**src/rtl/hazard_pkg.sv**
```systemverilog
//----------------------------------------------------------------------
// hazard_pkg: scoreboard slot types, FSM states, forwarding codes. Rev 1.0
//----------------------------------------------------------------------
`default_nettype none

package hazard_pkg;

   localparam logic [1:0] FWD_REG = 2'b00;
   localparam logic [1:0] FWD_MEM = 2'b01;
   localparam logic [1:0] FWD_WB  = 2'b10;

   typedef enum logic [0:0] {
      ST_RUN      = 1'b0,
      ST_MEM_WAIT = 1'b1
   } state_t;

   typedef struct packed {
      logic       valid;
      logic       wb_en;
      logic       mem_read;
      logic       mem_write;
      logic [3:0] dest;
   } slot_t;

   typedef struct packed {
      slot_t      ctl;
      logic [3:0] src1;
      logic [3:0] src2;
      logic       src1_used;
      logic       src2_used;
   } exe_slot_t;

   function automatic logic src_match(input logic used, input logic [3:0] src, input slot_t s);
      return used & s.valid & s.wb_en & (s.dest == src);
   endfunction

endpackage

`default_nettype wire

```
**src/rtl/forwarding_unit.sv**
```systemverilog
//----------------------------------------------------------------------
// forwarding_unit: picks EXE operand sources, MEM result over WB. Rev 1.0
//----------------------------------------------------------------------
`default_nettype none

module forwarding_unit
   import hazard_pkg::*;
(
   input  logic       i_exe_valid,
   input  logic [3:0] i_src1,
   input  logic       i_src1_used,
   input  logic [3:0] i_src2,
   input  logic       i_src2_used,
   input  logic       i_mem_valid,
   input  logic       i_mem_wb_en,
   input  logic [3:0] i_mem_dest,
   input  logic       i_wb_valid,
   input  logic       i_wb_wb_en,
   input  logic [3:0] i_wb_dest,
   output logic [1:0] o_fwd_sel_a,
   output logic [1:0] o_fwd_sel_b
);

   logic w_a_mem, w_a_wb, w_b_mem, w_b_wb;

   // A bubble in EXE carries no operands, so it never selects a bypass.
   assign w_a_mem = i_exe_valid & i_src1_used & i_mem_valid & i_mem_wb_en & (i_mem_dest == i_src1);
   assign w_a_wb  = i_exe_valid & i_src1_used & i_wb_valid  & i_wb_wb_en  & (i_wb_dest  == i_src1);
   assign w_b_mem = i_exe_valid & i_src2_used & i_mem_valid & i_mem_wb_en & (i_mem_dest == i_src2);
   assign w_b_wb  = i_exe_valid & i_src2_used & i_wb_valid  & i_wb_wb_en  & (i_wb_dest  == i_src2);

   assign o_fwd_sel_a = w_a_mem ? FWD_MEM : (w_a_wb ? FWD_WB : FWD_REG);
   assign o_fwd_sel_b = w_b_mem ? FWD_MEM : (w_b_wb ? FWD_WB : FWD_REG);

endmodule

`default_nettype wire

```
**src/rtl/hazard_scheduler.sv**
```systemverilog
//----------------------------------------------------------------------
// hazard_scheduler: pipeline stall/flush/forward control; FORWARDING_EN
// enables the bypass network. Rev 1.0
//----------------------------------------------------------------------
`default_nettype none

module hazard_scheduler
   import hazard_pkg::*;
(
   input  logic        clk,
   input  logic        rst,
   input  logic        id_valid,
   input  logic [3:0]  src1,
   input  logic [3:0]  src2,
   input  logic        src1_used,
   input  logic        src2_used,
   input  logic [3:0]  id_dest,
   input  logic        id_wb_en,
   input  logic        id_mem_read,
   input  logic        id_mem_write,
   input  logic        branch_taken,
   input  logic        mem_ready,
   output logic        hazard,
   output logic        freeze_if,
   output logic        flush,
   output logic        freeze_all,
   output logic [1:0]  fwd_sel_a,
   output logic [1:0]  fwd_sel_b,
   output logic [15:0] stall_count
);

   state_t    r_state, w_state_nxt;
   exe_slot_t r_exe, w_exe_nxt;
   slot_t     r_mem, r_wb;
   logic [15:0] r_stall;

   logic w_mem_access, w_freeze_all, w_hazard_raw, w_hazard;
   logic w_m1e, w_m2e;
   logic [1:0] w_fwd_a, w_fwd_b;
   logic w_unused;

   assign w_mem_access = r_mem.valid & (r_mem.mem_read | r_mem.mem_write);
   assign w_m1e = src_match(src1_used, src1, r_exe.ctl);
   assign w_m2e = src_match(src2_used, src2, r_exe.ctl);

`ifdef FORWARDING_EN
   // Only a load still in EXE cannot be bypassed in time.
   assign w_hazard_raw = id_valid & r_exe.ctl.mem_read & (w_m1e | w_m2e);

   forwarding_unit u_fwd (
      .i_exe_valid (r_exe.ctl.valid),
      .i_src1      (r_exe.src1),
      .i_src1_used (r_exe.src1_used),
      .i_src2      (r_exe.src2),
      .i_src2_used (r_exe.src2_used),
      .i_mem_valid (r_mem.valid),
      .i_mem_wb_en (r_mem.wb_en),
      .i_mem_dest  (r_mem.dest),
      .i_wb_valid  (r_wb.valid),
      .i_wb_wb_en  (r_wb.wb_en),
      .i_wb_dest   (r_wb.dest),
      .o_fwd_sel_a (w_fwd_a),
      .o_fwd_sel_b (w_fwd_b)
   );
`else
   logic w_m1m, w_m2m;
   assign w_m1m = src_match(src1_used, src1, r_mem);
   assign w_m2m = src_match(src2_used, src2, r_mem);
   assign w_hazard_raw = id_valid & (w_m1e | w_m2e | w_m1m | w_m2m);
   assign w_fwd_a = FWD_REG;
   assign w_fwd_b = FWD_REG;
`endif

   assign w_unused = ^{r_exe, r_wb};

   always_ff @(posedge clk) begin
      if (!rst) r_state <= ST_RUN;
      else      r_state <= w_state_nxt;
   end

   always_comb begin
      w_state_nxt = r_state;
      case (r_state)
         ST_RUN:      if (w_mem_access && !mem_ready) w_state_nxt = ST_MEM_WAIT;
         ST_MEM_WAIT: if (mem_ready) w_state_nxt = ST_RUN;
         default:     w_state_nxt = ST_RUN;
      endcase
   end

   always_comb begin
      w_freeze_all = 1'b0;
      case (r_state)
         ST_RUN:      w_freeze_all = w_mem_access & ~mem_ready;
         ST_MEM_WAIT: w_freeze_all = ~mem_ready;
         default:     w_freeze_all = 1'b0;
      endcase
   end

   // A frozen pipeline cannot take a bubble or act on a branch.
   assign w_hazard   = ~w_freeze_all & w_hazard_raw;
   assign hazard     = rst & w_hazard;
   assign freeze_all = rst & w_freeze_all;
   assign freeze_if  = rst & (w_freeze_all | (w_hazard & ~branch_taken));
   assign flush      = rst & ~w_freeze_all & branch_taken;
   assign fwd_sel_a  = rst ? w_fwd_a : FWD_REG;
   assign fwd_sel_b  = rst ? w_fwd_b : FWD_REG;

   always_comb begin
      w_exe_nxt               = '0;
      w_exe_nxt.ctl.valid     = id_valid & ~w_hazard & ~branch_taken;
      w_exe_nxt.ctl.wb_en     = id_wb_en;
      w_exe_nxt.ctl.mem_read  = id_mem_read;
      w_exe_nxt.ctl.mem_write = id_mem_write;
      w_exe_nxt.ctl.dest      = id_dest;
      w_exe_nxt.src1          = src1;
      w_exe_nxt.src2          = src2;
      w_exe_nxt.src1_used     = src1_used;
      w_exe_nxt.src2_used     = src2_used;
   end

   always_ff @(posedge clk) begin
      if (!rst) begin
         r_exe <= '0;
         r_mem <= '0;
         r_wb  <= '0;
      end else if (!w_freeze_all) begin
         r_exe <= w_exe_nxt;
         r_mem <= r_exe.ctl;
         r_wb  <= r_mem;
      end
   end

   always_ff @(posedge clk) begin
      if (!rst)
         r_stall <= '0;
      else if ((w_freeze_all || w_hazard) && (r_stall != 16'hFFFF))
         r_stall <= r_stall + 16'd1;
   end

   assign stall_count = r_stall;

endmodule

`default_nettype wire
```
**config.mk**
```make
export PLATFORM = sky130hd
export DESIGN_NAME = hazard_scheduler
export DESIGN_NICKNAME = d
export VERILOG_FILES = /design/src/rtl/hazard_pkg.sv /design/src/rtl/forwarding_unit.sv /design/src/rtl/hazard_scheduler.sv
export SDC_FILE = /design/constraint.sdc
export NUM_CORES = 1
export LEC_CHECK = 0
export ABC_AREA = 1
export CAP_MARGIN = 20
export CORE_UTILIZATION = 53
export DETAILED_ROUTE_END_ITERATION = 8
export HOLD_SLACK_MARGIN = 0.1
export PLACE_DENSITY = 0.85
export SYNTH_ARGS = -nofsm -noshare
export SYNTH_HDL_FRONTEND = slang
export SYNTH_SLANG_ARGS = --single-unit
```
**constraint.sdc**
```tcl
create_clock -name clk -period 4.3 [get_ports clk]
set_input_delay 0.86 -clock clk [delete_from_list [all_inputs] [get_ports clk]]
set_output_delay 0.86 -clock clk [all_outputs]
set_load 0.005 [all_outputs]
```
* After elaboration in Yosys (flattened, before gate mapping) *
Cells that the tools add are included.

cells by class
  $add $sub $neg = 1
  eq/ne operators = 5
  muxes and demuxes = 4
  bitwise logic cells = 34
  reductions and logical operators = 4

operators by type and width
  cell                   count
  $and 1x1->1            24
  $add 16x1->16 const B  1
  $eq 4x4->1             4
  $ne 16x16->1 const B   1
  $not 1->1              5
  $or 1x1->1             5
  $pmux 1 s2             2
  $logic_and 1x1->1      2
  $mux 1                 2
  $logic_not 1->1        1
  $logic_or 1x1->1       1

word-level totals
  bits in registers = 33
  bits of input ports = 22
  word-level logic and storage cells = 60

* Depth between registers and ports, before layout *
Gate-level depths: netlist (run 1).

  word-level depth = 11
  gate-level depth with buffers = 12

* Worst setup path before layout (run 1) *
No wires, ideal clock.

  path type = in2out
  from = in mem_ready
  to = out freeze_if
  arrival time = 1.737 ns
  data required time = 3.440 ns
  path slack = 1.703 ns
  stages = 7
  buffers on the path = 1
  cells stage by stage = a21oi_1 > inv_2 > clkbuf_1 > nand2_1 > nor2_1 > nand2_1 > nand2_1

on the way
  word-level cells in the longest chain between the ends = 8

RTL lines
  element        line                                            source
  from (decl)    hazard_scheduler.sv:22                          input logic mem_ready,
  $not 1->1 *    hazard_scheduler.sv:93, hazard_scheduler.sv:94
  $and 1x1->1    hazard_scheduler.sv:93                          ST_RUN: w_freeze_all = w_mem_access & ~mem_ready;
  $pmux 1 s2 *   hazard_scheduler.sv:92                          case (r_state)
  $not 1->1      hazard_scheduler.sv:100                         assign w_hazard = ~w_freeze_all & w_hazard_raw;
  $and 1x1->1    hazard_scheduler.sv:100
  $and 1x1->1    hazard_scheduler.sv:103                         assign freeze_if = rst & (w_freeze_all | (w_hazard & ~branch_taken));
  $or 1x1->1 *   hazard_scheduler.sv:103
  $and 1x1->1 *  hazard_scheduler.sv:103
  to (decl)      hazard_scheduler.sv:24                          output logic freeze_if,

Mark *: on every way between the ends. The rest lies on a longest branch, timed or not.

* Worst setup path in the final report (run 1) *
  from = in rst
  to = out freeze_if

on the way
  word-level cells in the longest chain between the ends = 1

RTL lines
  element      line                     source
  from (decl)  hazard_scheduler.sv:11   input logic rst,
  $and 1x1->1  hazard_scheduler.sv:103

No other way between the ends.

==> impl_metrics.ini, run 1 <==
[run_status]
status = complete, no violations

[power_and_ir_drop]
vdd_ir_drop_max_mv = 0.1709
p_int_mw = 0.4673
power.switching_mw = 0.1477
p_leak_nw = 0.8999
p_seq_share_pct = 51.9
p_per_area_nw_per_um2 = 258.7
clkPwrFrac_pct = 38.1
sw_frac_of_total_pct = 24.02
p_comb_share_pct = 10.0

[floorplan]
die_x_um = 61.33
dieArea_um2 = 3761
io_pins = 46
die_height_um = 61.33
fp-row-count = 21
initial_core_util_pct = 55.47
core_area_um2 = 3363

[clock_network]
path_clk_slew_ns = 0.11
clk_path_buf_depth = 2
cts.sinks = 33
post_cts_buffers = 0
cts-hold-fix-buffers = 0
numCtsBuffers = 5
cts-root-buf = clkbuf_4
htreeDepth = 2
cts_resized = 0
insertion_delay_ns = 0.34
tritoncts = done

[logic_synthesis]
syn_inst = 267
synth.avg_cell_area_um2 = 6.987
netlist_area_um2 = 1866
synth-seq-cells = 33
yosysSeqAreaShare_pct = 35.41
netlist-cell-type-count = 32
ys_warn_count = 0

[setup_path]
slowest_stage = clkdlybuf4s50_1
crit_arrival_ns = 2.72
path_max_fanout = 11
endpoint_kind = output pin
startpoint_type = input pin
crit_chain = clkdlybuf4s50_1, nand2_1, nor2_1, nand2_1, nand2_1, clkdlybuf4s50_1
critPathMaxStageDelay_ns = 0.73
critPathKind = input pin to output pin
required_ns = 3.44
cpMostUsedCell = nand2_1
rrSetupSlack_ns = 2.19

[detailed_routing]
drt-total-wl_mm = 4.343
vias = 1844
drt-pass1-iter-count = 4
drt-initial-drc-count = 116
drc = 0
ant_nets = 0
vias_per_cell = 5.180
wl_per_cell_um = 12.20

[job]
maxCapViolCount = 0

[cells_and_area]
fin_area_um2 = 2377
drive_gt1_share_pct = 10.97
fillers = 322
n_antenna_cell = 0
area_growth_pct = 27.43
finalNetCount = 332

[placed_design]
place_congestion = 0.8667
port-buffer-count = 41
hpwl_mm = 3.161
place_ws_ns = 0.7336
placed_area_um2 = 2293

[timing]
drv_slew = 0
whs_ns = 0.4826
min_period_over_period_pct = 83.16
hold_viol = 0
fmax_ghz = 0.2796
setup_viol = 0
fin_setup_tns_ns = 0
rsz0062_at_grt = false
finClkSkew_ns = 0.006607
worst_slack_ns = 0.7240
slew_headroom_pct = 67.19
period_needed_ns = 3.576
worstMarginPinSlew_ns = 0.4877

[global_routing]
grt.overflow.total = 0
grt_pass1_wl_mm = 6.727
grt_usage_pct = 24.57
grt_max_degree = 20
antenna_found_initial = 0
grt_pass1_vias = 1551

[hold_path]
hold_class = flop to flop
cell usage after synthesis, drive strengths merged:
| cell | instances | area share, % |
|---|---|---|
| nand2 | 71 | 15 |
| nor3 | 1 | 0.27 |
| xnor2 | 9 | 4.2 |
| xor2 | 8 | 3.8 |
| nor4 | 1 | 0.34 |
| ha | 1 | 0.67 |
| nor3b | 2 | 1.4 |
| clkbuf | 3 | 0.60 |
| nand4 | 2 | 0.67 |
| dfxtp | 33 | 35 |
| a21oi | 19 | 7.1 |
| nand3b | 1 | 0.40 |
| inv | 28 | 5.6 |
| nor2 | 20 | 4.4 |
| buf | 8 | 3.0 |
| o22ai | 4 | 1.3 |
| conb | 1 | 0.20 |
| o21ai | 15 | 4.0 |
| nand3 | 39 | 11 |
| clkinv | 1 | 0.20 |
stage by stage:
stage | power [mW] | std cells | util, %
6_report | 0.6150 | 356 | 70.68
5_1_grt | 0.6413 | 356 | 70.68
4_1_cts | 0.6207 | 356 | 70.68
3_5_place_dp | 0.3870 | 348 | 68.19
3_3_place_gp | 0.3856 | 348 | 68.19
2_1_floorplan | 0.3579 | 270 | -
cell type report:
| type | instances | area [um^2] | area share, % |
|---|---|---|---|
| inverter | 29 | 108.9 | 4.579 |
| clock buffer | 5 | 37.54 | 1.579 |
| sequential | 33 | 660.6 | 27.79 |
| multi-input combinational | 197 | 1041 | 43.79 |
| tap | 46 | 57.56 | 2.421 |
| timing repair buffer | 43 | 425.4 | 17.89 |
| clock inverter | 3 | 46.29 | 1.947 |
worst max-delay path: cells and delay by family:
kind	cells	cell delay, ns
buffers and inverters	2	1.22
AND/OR/NAND/NOR	4	0.64
logic make-up (layout without fill, tap and decap cells):
family	after synthesis	count (layout)	share of synthesized area, %
AO/OA/AOI/OAI	38	38	12.47
buffers and inverters	40	80	9.390
flip-flops	33	33	35.41
other	1	4	0.2010
AND/OR/NAND/NOR	137	137	33.87
XOR/XNOR	17	17	7.982
adder cells (fa/ha/maj)	1	1	0.6706
worst paths after layout:
check,from,to,depth (start not counted)
setup / recovery,rst,freeze_if,6
hold / removal,r_mem[5],r_mem[5],2
setup reg to reg,stall_count[0],stall_count[6],9
hold reg to reg,r_mem[5],r_mem[5],2
metal layers:
layer  vias up  part of all wire, %  track usage (%)
li1        941                    -                -
met1       837                   48            30.84
met2        55                   45            40.68
met3        11                  4.3            6.092
met4         0                  2.2            9.841
met5         -                    0                0
state kept, by name, indices dropped and copies added (netlist names):
register and count:
stall_count 16, r_exe 8, r_mem 8, r_state 1
cells in the final DEF (no fill, tap or decap), types with 2 or more instances in the layout:
master	instances
nand2_1	68
clkdlybuf4s50_1	41
nand3_1	37
dfxtp_1	33
inv_1	21
nor2_1	19
a21oi_2	10
a21oi_1	9
xnor2_1	9
xor2_1	8
o21ai_0	8
o21ai_1	7
inv_2	7
clkbuf_4	5
o22ai_1	4
conb_1	4
nand2_2	2
nand4_1	2
buf_4	2
power groups by stage:
| stage | registers (mW) | clock network, mW | logic (mW) |
|---|---|---|---|
| floorplan | 0.324 | 0 | 0.0335 |
| global placement | 0.325 | 0 | 0.0602 |
| detailed placement | 0.326 | 0 | 0.0612 |
| CTS | 0.319 | 0.240 | 0.0616 |
| global route | 0.320 | 0.253 | 0.0687 |
| finish | 0.319 | 0.234 | 0.0616 |
Note: power is estimated with default switching activity, not from simulation.
==> run 2, diff against run 1 <==
- CORE_UTILIZATION: 53 -> 49
- PLACE_DENSITY: 0.85 -> 0.79
- clock period: 4.3 -> 3.5 ns (I/O delays scaled with it)
==> run 2 against run 1 <==
Net effect:
- critical endpoint unchanged
- sequential cell count unchanged
- worst setup slack worse by 0.43 ns
- critical path depth grew 6
- largest power group unchanged
- hold slack worse by 0.020 ns
- combinational power rose by 26%
- cell area grew 1.5%
- non-clock buffer count increased by 2
- sequential share of layout area is 0.40 points lower
- clock power increased by 37%
- die area rose by 7.9%
==> impl_metrics.ini, run 2 (same netlist as run 1, synthesis figures left out) <==
[run_status]
status = complete, no violations

[power_and_ir_drop]
vdd_ir_drop_max_mv = 0.1978
p_leak_nw = 0.9223
p_per_area_nw_per_um2 = 327.1

[placed_design]
place_ws_ns = 0.3086
place_congestion = 0.8361
port-buffer-count = 41
hpwl_mm = 3.114

[global_routing]
grt_pass1_wl_mm = 7.424
grt_usage_pct = 23.63
grt.overflow.total = 0
antenna_found_initial = 0
grt_use_met3_pct = 5.978
grt_most_used_layer = met2
met2_usage_pct = 37.77
grt_max_degree = 20
use_met1_pct = 30.20
grt_pass1_vias = 1685

[timing]
worst_slack_ns = 0.2890
whs_ns = 0.4630
drv_slew = 0
period_needed_ns = 3.211
setup_viol = 0
hold_viol = 0
rsz0062_at_grt = false
fin_setup_tns_ns = 0
min_period_over_period_pct = 91.74
finClkSkew_ns = 0.005607
fmax_ghz = 0.3114

[setup_path]
cpMostUsedCell = nand2_1
crit_chain = clkdlybuf4s50_1, inv_1, nand2_1, nand2_1, nor2_1, nand3_1, nand2_1, o21ai_1, nor2_1, nand2_1, nand2_1, clkdlybuf4s50_1
critPathKind = input pin to output pin
reg2reg_depth = 9
worstReg2RegEnd = stall_count[8]
critPathMaxStageDelay_ns = 0.52
path_max_fanout = 3
startpoint_type = input pin
required_ns = 2.80
rrSetupSlack_ns = 1.31
reg2reg_from = stall_count[0]
crit_arrival_ns = 2.51
slowest_stage = clkdlybuf4s50_1
endpoint_kind = output pin

[detailed_routing]
vias = 1833
drt-pass1-iter-count = 5
drc = 0
vias_per_cell = 5.092
drt-total-wl_mm = 4.412
wl_per_cell_um = 12.26
ant_nets = 0
drt-initial-drc-count = 140

[clock_network]
post_cts_buffers = 0
cts-hold-fix-buffers = 0
numCtsBuffers = 5
cts.sinks = 33
insertion_delay_ns = 0.29
cts_resized = 0
htreeDepth = 2
cts-root-buf = clkbuf_8
tritoncts = done
path_clk_slew_ns = 0.06
clk_path_buf_depth = 2

[hold_path]
min_to = r_mem[5]
whs_path_depth = 2
min_from = r_mem[5]
hold_class = flop to flop

[floorplan]
fp-row-count = 22
die_x_um = 63.70
core_area_um2 = 3661
initial_core_util_pct = 50.96
die_height_um = 63.70
dieArea_um2 = 4058
io_pins = 46

[cells_and_area]
n_antenna_cell = 0
area_growth_pct = 29.31
fillers = 343
layout_commonest_cell = nand2_1
multi_input_area_um2 = 1041
largest_reg_flops = 16
ff_latch_area_um2 = 660.6
fin_util_pct = 65.89
layout_common_cells = 68 x nand2_1, 41 x clkdlybuf4s50_1, 37 x nand3_1
drive_gt1_share_pct = 11.54
finalNetCount = 334

[job]
maxCapViolCount = 0
-- run 2: cell types whose count changed in the layout (fill, tap and decap cells not counted) --
cell,change
clkbuf_8,+7
clkinvlp_4,-1
clkinv_2,+1
clkbuf_4,-5
clkinv_4,-1
buf_4,+2
bufinv_16,-1
-- run 2: worst max-delay path, delay by kind of cell --
kind | cells | cell delay, ns
and+or+nand+nor | 8 | 0.63
AOI/OAI and AO/OA | 1 | 0.11
buffers and inverters | 3 | 1.06
-- run 2: how the worst max path moves through the flow --
stage / from / endpoint / slack [ns] / cells past startpoint
3_5_place_dp: src1[1] / freeze_if / 0.31 / 12
6_report: src1[1] / freeze_if / 0.29 / 12
2_1_floorplan: mem_ready / freeze_if / 1.22 / 7
4_1_cts: src1[1] / freeze_if / 0.30 / 12
3_3_place_gp: src1[1] / freeze_if / 0.28 / 12
5_1_grt: src1[2] / freeze_if / 0.11 / 12
-- run 2: area by class of cell --
class | instances | area share (%)
clock buffer | 7 | 3.994
clock inverter | 1 | 0.2075
inverter | 29 | 4.512
multi-input combinational | 197 | 43.15
sequential | 33 | 27.39
tap | 48 | 2.490
timing repair buffer | 45 | 18.26
-- run 2: metrics by stage --
step	area (um^2)	std cells	power, mW
2_1_floorplan	1877	270	0.4397
3_3_place_gp	2311	352	0.4761
3_5_place_dp	2311	352	0.4768
4_1_cts	2412	360	0.7917
5_1_grt	2412	360	0.8195
6_report	2412	360	0.7891
-- run 2: per-layer routing --
metal,vias to the layer above,share of wire (%)
met4,0,1.5
met1,844,47
met2,39,47
li1,944,-
met5,-,0
met3,6,4.8
-- run 2: power breakdown --
part | leakage [nW] | switching, mW | total [mW] | internal [mW]
Clock | 0.0542 | 0.143 | 0.320 | 0.178
Sequential | 0.269 | 0.00673 | 0.391 | 0.385
Combinational | 0.599 | 0.0375 | 0.0775 | 0.0401
